`src/rtl/microprocessor_pkg.sv`:
```
// -----------------------------------------------------------------------------
// microprocessor_pkg
// Types and constants shared between the pipeline stages of the core.
//   fetch_state_t : fetch-unit FSM state (FETCH, HOLD, DISCARD)
//   if_id_t       : payload carried by the IF/ID pipeline register
//   WORD_WIDTH, NOP_INSTRUCTION, RESET_VECTOR, IF_ID_WIDTH
// -----------------------------------------------------------------------------
package microprocessor_pkg;

    localparam int                    WORD_WIDTH      = 32;
    localparam logic [WORD_WIDTH-1:0] NOP_INSTRUCTION = 32'h0000_0000;
    localparam logic [WORD_WIDTH-1:0] RESET_VECTOR    = 32'h0000_0000;
    localparam logic [WORD_WIDTH-1:0] INSTR_BYTES     = 32'd4;

    typedef enum logic [1:0] {
        FETCH   = 2'd0,  // request outstanding at PC
        HOLD    = 2'd1,  // fetched word parked in the hold buffer during a stall
        DISCARD = 2'd2   // stale request in flight after a redirect; drop its word
    } fetch_state_t;

    typedef struct packed {
        logic [WORD_WIDTH-1:0] instruction;
        logic [WORD_WIDTH-1:0] pc_plus4;
        logic                  valid;
    } if_id_t;

    localparam int IF_ID_WIDTH = $bits(if_id_t);

endpackage : microprocessor_pkg

```
`src/rtl/if_id_register.sv`:
```
// -----------------------------------------------------------------------------
// if_id_register
// Generic pipeline register with write-enable and flush. Flush clears the
// payload to all zeros (a bubble) and wins over write-enable. Width is a
// parameter so the same block serves IF/ID and ID/EX.
//   clk        in   rising-edge clock
//   reset      in   asynchronous active-high reset (clears payload)
//   write_en_i in   1 = load data_i, 0 = hold
//   flush_i    in   1 = load zeros regardless of write_en_i
//   data_i     in   WIDTH-bit payload
//   data_o     out  WIDTH-bit registered payload
// -----------------------------------------------------------------------------
module if_id_register #(
    parameter int WIDTH = 65
) (
    input  logic             clk,
    input  logic             reset,
    input  logic             write_en_i,
    input  logic             flush_i,
    input  logic [WIDTH-1:0] data_i,
    output logic [WIDTH-1:0] data_o
);

    logic [WIDTH-1:0] data_q;

    // NOTE: sequential state is always written with non-blocking (<=) so every
    // flop samples its inputs from before the edge, independent of block order.
    always_ff @(posedge clk or posedge reset) begin
        if (reset) begin
            data_q <= '0;
        end else if (flush_i) begin
            data_q <= '0;
        end else if (write_en_i) begin
            data_q <= data_i;
        end
    end

    assign data_o = data_q;

endmodule : if_id_register

```
`src/rtl/instruction_fetch.sv`:
```
// -----------------------------------------------------------------------------
// instruction_fetch
// IF stage: owns the PC, issues instruction-memory reads, and fills the IF/ID
// register. A word that returns while decode is stalled is parked in a hold
// buffer; a redirect that arrives while a read is in flight lets that read
// finish at its original address and throws the returned word away.
//   clk               in   rising-edge clock
//   reset             in   asynchronous active-high reset
//   pcWrite           in   0 = hold PC (stall)
//   ifIdWrite         in   0 = hold IF/ID (stall)
//   branchTaken       in   redirect pulse, beats every other event
//   branchTarget      in   redirect address
//   memRead           out  instruction-memory read request
//   memAddress        out  instruction-memory address
//   memReady          in   memData valid this cycle
//   memData           in   fetched instruction word
//   programCounterOut out  PC+4 of the IF/ID instruction
//   instruction       out  IF/ID instruction
//   instructionValid  out  0 = bubble
// -----------------------------------------------------------------------------
module instruction_fetch
    import microprocessor_pkg::*;
(
    input  logic                  clk,
    input  logic                  reset,
    input  logic                  pcWrite,
    input  logic                  ifIdWrite,
    input  logic                  branchTaken,
    input  logic [WORD_WIDTH-1:0] branchTarget,
    output logic                  memRead,
    output logic [WORD_WIDTH-1:0] memAddress,
    input  logic                  memReady,
    input  logic [WORD_WIDTH-1:0] memData,
    output logic [WORD_WIDTH-1:0] programCounterOut,
    output logic [WORD_WIDTH-1:0] instruction,
    output logic                  instructionValid
);

    fetch_state_t          state_q, state_d;
    logic [WORD_WIDTH-1:0] pc_q, pc_d;
    logic [WORD_WIDTH-1:0] hold_q, hold_d;
    // Address of the read still in flight while in DISCARD; PC already holds
    // the redirect target at that point.
    logic [WORD_WIDTH-1:0] discard_addr_q, discard_addr_d;

    logic                  stall;
    logic [WORD_WIDTH-1:0] pc_plus4;
    logic                  if_id_we;
    logic                  if_id_flush;
    if_id_t                if_id_d;
    if_id_t                if_id_q;
    logic [IF_ID_WIDTH-1:0] if_id_raw;

    assign stall    = !pcWrite || !ifIdWrite;
    assign pc_plus4 = pc_q + INSTR_BYTES;  // wraps modulo 2^32

    // NOTE: every signal assigned in this block gets a default first, so no
    // path leaves it unassigned and no latch is inferred.
    always_comb begin
        state_d        = state_q;
        pc_d           = pc_q;
        hold_d         = hold_q;
        discard_addr_d = discard_addr_q;
        if_id_we       = 1'b0;
        if_id_flush    = 1'b0;
        if_id_d        = '{instruction: NOP_INSTRUCTION, pc_plus4: pc_q, valid: 1'b0};

        if (branchTaken) begin
            pc_d        = branchTarget;
            hold_d      = NOP_INSTRUCTION;
            if_id_flush = 1'b1;
            unique case (state_q)
                HOLD: state_d = FETCH;
                FETCH: begin
                    if (memReady) begin
                        state_d = FETCH;
                    end else begin
                        // Read to pc_q is still in flight; remember where it went.
                        state_d        = DISCARD;
                        discard_addr_d = pc_q;
                    end
                end
                // Already discarding: the in-flight address stays, only the
                // target (in PC) moves. If the stale word lands now, we're done.
                DISCARD: state_d = memReady ? FETCH : DISCARD;
                default: state_d = FETCH;
            endcase
        end else begin
            unique case (state_q)
                FETCH: begin
                    if (memReady) begin
                        if (!stall) begin
                            if_id_we = 1'b1;
                            if_id_d  = '{instruction: memData, pc_plus4: pc_plus4, valid: 1'b1};
                            pc_d     = pc_plus4;
                        end else begin
                            hold_d  = memData;
                            state_d = HOLD;
                        end
                    end else if (!stall) begin
                        if_id_we = 1'b1;  // bubble from the default payload
                    end
                end
                HOLD: begin
                    if (!stall) begin
                        if_id_we = 1'b1;
                        if_id_d  = '{instruction: hold_q, pc_plus4: pc_plus4, valid: 1'b1};
                        pc_d     = pc_plus4;
                        state_d  = FETCH;
                    end
                end
                DISCARD: begin
                    if (!stall) begin
                        if_id_we = 1'b1;  // bubble
                    end
                    // The stale word is dropped; PC already points at the target.
                    if (memReady) begin
                        state_d = FETCH;
                    end
                end
                default: state_d = FETCH;
            endcase
        end
    end

    // NOTE: the hold buffer is a plain register, not a memory, so it is reset
    // along with the rest of the state and never exposes X.
    always_ff @(posedge clk or posedge reset) begin
        if (reset) begin
            state_q        <= FETCH;
            pc_q           <= RESET_VECTOR;
            hold_q         <= NOP_INSTRUCTION;
            discard_addr_q <= RESET_VECTOR;
        end else begin
            state_q        <= state_d;
            pc_q           <= pc_d;
            hold_q         <= hold_d;
            discard_addr_q <= discard_addr_d;
        end
    end

    if_id_register #(
        .WIDTH(IF_ID_WIDTH)
    ) u_if_id (
        .clk       (clk),
        .reset     (reset),
        .write_en_i(if_id_we),
        .flush_i   (if_id_flush),
        .data_i    (if_id_d),
        .data_o    (if_id_raw)
    );

    assign if_id_q           = if_id_t'(if_id_raw);
    assign instruction       = if_id_q.instruction;
    assign programCounterOut = if_id_q.pc_plus4;
    assign instructionValid  = if_id_q.valid;

    // Reset gates the request directly so no read is issued while held in reset.
    assign memRead    = !reset && (state_q != HOLD);
    assign memAddress = (state_q == DISCARD) ? discard_addr_q : pc_q;

endmodule : instruction_fetch

```
`config.mk`:
```
export PLATFORM = sky130hd
export DESIGN_NAME = instruction_fetch
export DESIGN_NICKNAME = d
export VERILOG_FILES = /design/src/rtl/microprocessor_pkg.sv /design/src/rtl/if_id_register.sv /design/src/rtl/instruction_fetch.sv
export SDC_FILE = /design/constraint.sdc
export NUM_CORES = 1
export LEC_CHECK = 0
export CORE_MARGIN = 1
export CORE_UTILIZATION = 50
export DETAILED_ROUTE_END_ITERATION = 8
export DONT_BUFFER_PORTS = 1
export PLACE_DENSITY = 0.71
export SETUP_SLACK_MARGIN = 0.05
export SKIP_LAST_GASP = 1
export SLEW_MARGIN = 5
export SYNTH_ARGS = -nofsm -noshare
export SYNTH_HDL_FRONTEND = slang
export SYNTH_SLANG_ARGS = --single-unit
```
`constraint.sdc`:
```
create_clock -name clk -period 6.6 [get_ports clk]
set_input_delay 0.66 -clock clk [delete_from_list [all_inputs] [get_ports clk]]
set_output_delay 0.66 -clock clk [all_outputs]
set_load 0.05 [all_outputs]
```
* Word level (Yosys, flattened, before mapping)
Index checks and enable logic that the tools add are counted.
Storage, ports and cells: bits in registers 163, output and inout bits 98, word-level logic and storage cells 59
Cells by class: $add $sub $neg 1, eq/ne operators 7, multiplexer cells 28, bitwise gates (word level) 1, reduce and logical (&&, ||, !) cells 17
Operator list (number):
- 2-to-1 mux 65 bit | 6
- 2-to-1 mux 32 bit | 8
- case mux 65 bit (2 select lines) | 1
- case mux 32 bit (2 select lines) | 1
- adder 32 x 3 -> 32 bit (second input constant) | 1
- 2-to-1 mux 2 bit | 7
- != test 3 bit (second input constant) | 4
- nonzero test 2 bit | 4
- case mux 2 bit (3 select lines) | 1
- AND reduction 3 bit | 2
- 2-to-1 mux 1 bit | 4
- AND reduction 4 bit | 1
- zero test 1 bit | 3
- nonzero test 3 bit | 1
- OR reduction 3 bit | 1
- equality test 2 x 1 -> 1 bit (second input constant) | 1
- equality test 2 bit (second input constant) | 1
- zero test 2 bit | 1
- != test 2 x 1 -> 1 bit (second input constant) | 1
- AND reduction 2 bit | 1
- OR reduction 2 bit | 1
- logical AND 1 bit | 1
- logical OR 1 bit | 1
- inverter 1 bit | 1

* Depth between registers and ports, before layout
Gate-level depths: netlist (run 1).
depth after elaboration 8, depth in mapped cells 8

* Modules after synthesis
A second synthesis (run 1) with hierarchy kept.
Second synthesis, totals: cells, all modules 766, area, all modules 8236.6 um^2
By module, submodules not included:
- instruction_fetch | instances 1, cells an instance 556, area an instance 5565.3 um^2
- if_id_register | instances 1, cells an instance 210, area an instance 2671.3 um^2

* Worst setup path before layout (run 1)
Ideal clock, no wire load.
path type register to output, start reg state_q[0], end out memAddress[10], arrival time 1.524 ns, data required time 5.940 ns, setup slack 4.416 ns, cell stages (with the launch flop) 6, buffers on the path 2, path through dfrtp_1 > buf_2 > inv_1 > nand2_1 > buf_1 > mux2_2
Between the ends: longest elaborated chain between the ends 2
Ends and longest elaborated chain:
- start, declared | RTL line instruction_fetch.sv:39 | fetch_state_t state_q, state_d;
- start signal, assigned | RTL line instruction_fetch.sv:135 | state_q <= state_d;
- equality test 2 bit | RTL line instruction_fetch.sv:160 | assign memAddress = (state_q == DISCARD) ? discard_addr_q : pc_q;
- 2-to-1 mux 32 bit | RTL line instruction_fetch.sv:160
- end, declared | RTL line instruction_fetch.sv:31 | output logic [WORD_WIDTH-1:0] memAddress,
No other way between the ends.

* Final worst setup path (run 1)
start reg state_q[1], end reg hold_q[8]
Between the ends: longest elaborated chain between the ends 3
Ends and longest elaborated chain:
- zero test 2 bit | RTL line instruction_fetch.sv:89 | unique case (state_q)
- nonzero test 2 bit (no source line)
- AND reduction 3 bit (no source line)
- end signal, assigned | RTL line instruction_fetch.sv:137 | hold_q <= hold_d;
- end, declared | RTL line instruction_fetch.sv:41 | logic [WORD_WIDTH-1:0] hold_q, hold_d;
No other way between the ends. A chain may end at the register's enable or synchronous reset.

==> qor.csv, run 1 <==
stage,metric,value,unit
synth,Seq cells post-synth,163,
worst_setup_path,r2r endpoint,hold_q[8],
clocking,setup bufs post-CTS,0,
synth,top-count cell post-synth,dfrtp_1,
global_route,pin count of the biggest net entering global routing,105,
synth,sequential area share after synthesis,50.9,%
final_layout,Fillers,1309,
power_and_ir_drop,pwr dens,323,mW/mm²
worst_setup_path,Worst EP arrival,3.51,ns
synth,Post-synth EDFFs,0,
routing,via count,6250,
floorplanning,DIE WIDTH,129,µm
place,Port Buffers,0,
sta,Final setup viols,0,
floorplanning,die span in y,129,µm
worst_setup_path,depth of the worst register-to-register path,4,
clocking,root buffer selected by CTS,clkbuf_16,
final_layout,layout cells sized above 1,17.2,%
floorplanning,Core ar.,0.0154,mm²
clocking,clk_lat worst skew,0.43,ns
final_layout,post-route cell area,0.00864,mm²
clocking,TritonCTS buffer count,17,
sta,clock skew,0.0107,ns
clocking,clock-pin slew on the worst setup and hold paths,0.06,ns
worst_setup_path,RR Startpoint,state_q[1],
synth,Post-synth top cells,"dfrtp_1 (163), nand2_1 (121), a21oi_1 (67), mux2_2 (65), nor2_1 (50)",
place,GP Congestion,0.862,
sta,Slew Limit Fails,0,
power_and_ir_drop,Pleak,3.48,nW
routing,DR WL/cell,21.2,µm
power_and_ir_drop,sw frac,32.3,%
floorplanning,row cnt,45,
routing,DRT Wirelength,20700,µm
routing,Vias/cell,6.38,
power_and_ir_drop,clock share of power,37.0,%
power_and_ir_drop,combinational power share,16.6,%
synth,"FFs w/ async S/R, synth",100,%
worst_setup_path,crit-path cells,nor3b_4 > nand2_1 > nand2_1 > a21oi_1,
worst_setup_path,CP endpoint kind,flip-flop,
worst_setup_path,largest stage delay on the critical path,1.11,ns
sta,RSZ-0062 raised after global routing,false,
final_layout,Final #Nets,826,
outcome,status,"finished, final reports clean",
sta,period utilization,48.6,%
power_and_ir_drop,sequential share of power,46.4,%
floorplanning,full die area,0.0165,mm²
synth,largest family of logic cells by synthesized area,simple AND/OR/NAND/NOR gates,
power_and_ir_drop,Sw Pwr,0.902,mW
power_and_ir_drop,maximum VDD drop,0.189,mV
clocking,H-tree depth,4,
floorplanning,Starting Density,52.0,%
place,DP Area,0.00802,mm²
sta,setup_tns,0,ns
final_layout,area of the multi-input gates,0.00357,mm²
routing,Post-DRT Antenna Nets,0,
synth,cells after synthesis,802,
synth,Synth Area in Simple Gates,16.1,%
place,Final HPWL DP,14000,µm
routing,# DRC,0,
sta,slew margin rel.,13.4,%
worst_setup_path,crit path launch type,flip-flop,
synth,cell taking the most area after synthesis,dfrtp_1,
global_route,grt total ovfl,0,
power_and_ir_drop,cell internal pwr,1.89,mW
synth,syn avg cell area,9.99,µm²
sta,pin slew with the least headroom to its limit,1.30,ns
floorplanning,# IOs,168,
clocking,TritonCTS clock tree,built,
hold_path,Hold Crit Class,input pin to async pin,
worst_setup_path,critical path's top delay family,simple AND/OR/NAND/NOR gates,
clocking,CTS sink cnt,163,
global_route,GRT Util Overall,25.8,%
clocking,"Gates resized, CTS repair",0,
final_layout,Area Overhead vs Synth,7.81,%
global_route,initial antenna violation count,0,
sta,Final Hold Viols,0,
place,# placed instances,947,
clocking,Clock Path Buffers,2,
final_layout,final std cells w/o fill,979,
synth,Synth Area in Compound Gates,15.9,%
routing,1st-pass router iterations,6,
synth,Yosys warnings,0,
worst_setup_path,CP Class,flip-flop to flip-flop,
sta,fin crit period,3.21,ns
power_and_ir_drop,overall power,2.79,mW
synth,ys flop type,dfrtp_1,
worst_setup_path,Critical path buffers and inverters,0,
global_route,first-pass GRT wire length,32800,µm
sta,Peak Freq,312,MHz
worst_setup_path,CP required,6.90,ns
worst_setup_path,R2R setup slack,3.39,ns
synth,Mapped Area,0.00802,mm²
final_layout,register area,0.00408,mm²
synth,"Net Count, Synth",873,
final_layout,# diodes,0,
routing,number of DRC markers in iteration 0,420,
global_route,vias in the first global route,6199,
synth,post-synthesis mux area share,9.27,%
synth,top cell type's share of synthesized area,50.9,%
worst_setup_path,Critical Path Fanout Max,34,
synth,xor/xnor cell area share of the yosys netlist,2.73,%
worst_setup_path,"Top cell by count, worst path",nand2_1,
worst_setup_path,worst-path cell with the longest stage delay,nor3b_4,
run,Max Cap Violations,0,
synth,Yosys cell types,65,
clocking,CTS Hold Buffers Added,0,
synth,top post-synthesis cells by area,"dfrtp_1 (51%), mux2_2 (9.1%), nand2_1 (5.7%)",
synth,adder-cell share of the synthesized area,0.156,%
worst max-delay path by stage:
stage | start | end | cells after the start
6_report | state_q[1] | hold_q[8] | 4
5_1_grt | state_q[1] | hold_q[1] | 4
4_1_cts | state_q[1] | hold_q[8] | 4
3_5_place_dp | memReady | hold_q[8] | 4
3_3_place_gp | memReady | hold_q[22] | 4
2_1_floorplan | reset | discard_addr_q[0] | 1
state kept, by name, summed over array words and instances (netlist names):
signal,cells
discard_addr_q,32
state_q,2
hold_q,32
pc_q,32
u_if_id.data_o,65
cell usage in the layout, fill, tap and decap left out, types with 6 or more instances in the layout:
master / Yosys / routed
clkbuf_16: 0 / 17
nand3_1: 17 / 17
and4_1: 6 / 6
a21oi_1: 67 / 66
dfrtp_1: 163 / 163
nor2_1: 50 / 48
nand2_1: 121 / 121
buf_4: 4 / 8
a211oi_1: 6 / 6
xnor2_1: 12 / 12
nand4_1: 14 / 14
xor2_1: 13 / 13
mux2_2: 65 / 65
inv_1: 9 / 8
a221oi_1: 21 / 21
a22oi_1: 13 / 13
a311oi_1: 11 / 11
nor3_1: 29 / 28
o21ai_0: 41 / 41
through the flow:
| step | hold WS, ns | utilization [%] | setup WS (ns) |
|---|---|---|---|
| 3_5_place_dp | 0.475 | 52.0 | 3.35 |
| 6_report | 0.283 | 56.0 | 3.39 |
| 3_3_place_gp | 0.464 | 52.0 | 3.48 |
| 5_1_grt | 0.288 | 56.0 | 3.13 |
| 4_1_cts | 0.277 | 56.0 | 3.41 |
| 2_1_floorplan | 0.454 | - | 1.54 |
cells by family (layout without fill, tap and decap cells):
kind of cell | after synthesis | count (layout)
multiplexers | 66 | 66
XOR/XNOR | 25 | 25
AND/OR/NAND/NOR | 268 | 268
adder cells (fa/ha/maj) | 1 | 1
buffers and inverters | 84 | 50
AO/OA/AOI/OAI | 195 | 195
flip-flops | 163 | 163
metal layers:
layer | wire (µm) | track usage, % | share of wire [%] | up-vias
li1 | - | - | - | 2791
met1 | 8160 | 32.4 | 39 | 3084
met2 | 9750 | 40.5 | 47 | 320
met3 | 2190 | 8.40 | 11 | 55
met4 | 631 | 12.0 | 3.0 | 0
met5 | 0 | 0 | 0 | -
worst reg2reg max path: stages (launching register included):
cell,delay [ns]
dfrtp_1,0.54
nor3b_4,1.11
nand2_1,1.03
nand2_1,0.31
a21oi_1,0.10
final cells by class:
class,instances,area share (%)
Tap cell,211,3.06
Timing Repair Buffer,8,0.695
Clock buffer,21,5.44
Clock inverter,11,1.75
Inverter,10,0.492
Multi-Input combinational cell,555,41.4
Sequential cell,163,47.2
power groups by stage:
stage / Sequential (mW) / Combinational [mW] / Clock [mW]
after floorplan: 1.26 / 0.443 / 0
after global placement: 1.30 / 0.454 / 0
after detailed placement: 1.31 / 0.466 / 0
after CTS: 1.29 / 0.468 / 1.05
after global routing: 1.31 / 0.498 / 1.08
final: 1.29 / 0.464 / 1.03
Power figures use the tool's default switching activity.
==> run 2, diff against run 1 <==
- clock period: 6.6 -> 3.1 ns (I/O delays scaled with it)
==> run 2 against run 1 <==
  * Non-clock buffer count is 27 higher
  * Sequential share of layout area fell by 1.3 points
  * First-iteration DRC count rose by 19%
  * Design area increased by 2.9%
  * Sequential power up 110%
  * Clock skew shrank 0.0031 ns
  * Count of clock-buffer cells in the layout is 4 higher
  * Clock power increased by 100%
  * Global-route usage rose by 0.91 points
  * Die area is the same
==> qor.csv, run 2 (synthesis gave the netlist of run 1 again) <==
stage,metric,value,unit
final_layout,layout cells sized above 1,18.0,%
clocking,TritonCTS buffer count,17,
place,Port Buffers,0,
final_layout,"commonest cells after routing, fill and taps aside","dfrtp_1 (163), nand2_1 (121), a21oi_1 (66)",
power_and_ir_drop,overall power,5.86,mW
final_layout,final core utilization,57.6,%
final_layout,final std cells w/o fill,1006,
clocking,"Gates resized, CTS repair",0,
sta,Peak Freq,390,MHz
floorplanning,full die area,0.0165,mm²
final_layout,Area Overhead vs Synth,10.9,%
final_layout,"most common cell after layout, fill and taps aside",dfrtp_1,
sta,period utilization,82.6,%
global_route,vias in the first global route,6259,
place,Final HPWL DP,14100,µm
clocking,clk_lat worst skew,0.43,ns
worst_setup_path,Critical path buffers and inverters,2,
routing,DR WL/cell,21.3,µm
worst_setup_path,worst-path cell with the longest stage delay,dfrtp_1,
final_layout,max FFs per register,65,
clocking,CTS sink cnt,163,
sta,fin crit period,2.56,ns
sta,pin slew with the least headroom to its limit,1.06,ns
worst_setup_path,crit path launch type,flip-flop,
power_and_ir_drop,maximum VDD drop,0.388,mV
worst_setup_path,CP endpoint kind,output pin,
routing,DRT Wirelength,21400,µm
global_route,met1 GRT Util,33.5,%
routing,1st-pass router iterations,7,
clocking,Clock Path Buffers,2,
floorplanning,row cnt,45,
floorplanning,# IOs,168,
clocking,clock-pin slew on the worst setup and hold paths,0.06,ns
sta,setup slack after layout,0.538,ns
floorplanning,die span in y,129,µm
routing,Vias/cell,6.28,
worst_setup_path,Critical Path Fanout Max,28,
global_route,"Most Used Layer, Global Route",met2,
global_route,M3 GR Usage,8.69,%
place,GP Congestion,0.924,
worst_setup_path,largest stage delay on the critical path,0.61,ns
floorplanning,DIE WIDTH,129,µm
worst_setup_path,CP Class,flip-flop to output pin,
final_layout,# diodes,0,
power_and_ir_drop,pwr dens,660,mW/mm²
routing,# DRC,0,
global_route,grt met2 use,42.2,%
worst_setup_path,Worst EP arrival,2.25,ns
worst_setup_path,R2R setup slack,0.64,ns
routing,Post-DRT Antenna Nets,0,
sta,Final Hold Viols,0,
routing,via count,6319,
sta,Slew Limit Fails,0,
worst_setup_path,crit-path cells,inv_1 > nand2_1 > buf_12 > mux2_2,
floorplanning,Core ar.,0.0154,mm²
sta,RSZ-0062 raised after global routing,false,
global_route,GRT Util Overall,26.7,%
clocking,setup bufs post-CTS,0,
place,# placed instances,958,
hold_path,Hold Crit Class,input pin to flip-flop,
floorplanning,Starting Density,52.0,%
final_layout,Final #Nets,853,
global_route,pin count of the biggest net entering global routing,66,
routing,number of DRC markers in iteration 0,499,
sta,slew margin rel.,29.1,%
power_and_ir_drop,Pleak,3.59,nW
place,pre-CTS setup slack,0.711,ns
sta,setup_tns,0,ns
run,Max Cap Violations,0,
sta,clock skew,0.00763,ns
global_route,grt total ovfl,0,
worst_setup_path,critical path's top delay family,flip-flops,
global_route,initial antenna violation count,0,
clocking,H-tree depth,4,
worst_setup_path,CP required,2.79,ns
clocking,TritonCTS clock tree,built,
outcome,status,"finished, final reports clean",
clocking,root buffer selected by CTS,clkbuf_16,
global_route,first-pass GRT wire length,33700,µm
sta,Final setup viols,0,
==> run 2: cell count changes in the layout (fill, tap and decap cells not counted), moves of 3 or more <==
cell,before,now
clkbuf_8,3,6
clkinvlp_4,1,4
dlygate4sd3_1,0,15
buf_4,8,17
clkinv_4,4,1
==> run 2: worst paths after layout <==
| check | from | to | cells after the start |
|---|---|---|---|
| hold / removal | memData[29] | hold_q[29] | 2 |
| hold reg to reg | discard_addr_q[24] | discard_addr_q[24] | 1 |
| min in group asynchronous | reset | u_if_id.data_o[37] | 2 |
| setup / recovery | state_q[0] | memAddress[3] | 4 |
| max in group asynchronous | reset | discard_addr_q[11] | 3 |
| setup reg to reg | state_q[1] | u_if_id.data_o[31] | 5 |
==> run 2: per-layer routing <==
layer  vias up  wire (µm)  share of wire [%]
li1       2837          -                  -
met1      3146       8500                 40
met2       296      10200                 48
met3        40       2160                 10
met4         0        569                2.7
met5         -          0                  0
==> run 2: area by class of cell <==
| type | count | area (µm²) |
|---|---|---|
| Clock inverter | 7 | 71.3 |
| Timing Repair Buffer | 35 | 345 |
| Multi-Input combinational cell | 555 | 3570 |
| Inverter | 10 | 41.3 |
| Sequential cell | 163 | 4080 |
| Fill cell | 1301 | 6540 |
| Tap cell | 211 | 264 |
| Clock buffer | 25 | 515 |
==> run 2: what timing repair did <==
action	CTS	global route
endpoints found under the setup margin	0	0
hold buffers	16	0
endpoints found under the hold margin	92	0
==> run 2: power breakdown <==
group          total [mW]  switching, mW  internal [mW]
logic                1.04          0.684          0.352
clock network        2.07          0.837           1.23
registers            2.76          0.400           2.36
==> run 2: per-stage QoR <==
stage / instance area (µm²) / hold WS (ns)
6_report: 8890 / 0.0116
5_1_grt: 8890 / 0.000859
4_1_cts: 8890 / 0.000402
3_5_place_dp: 8130 / 0.348
3_3_place_gp: 8130 / 0.345
2_1_floorplan: 8020 / 0.383
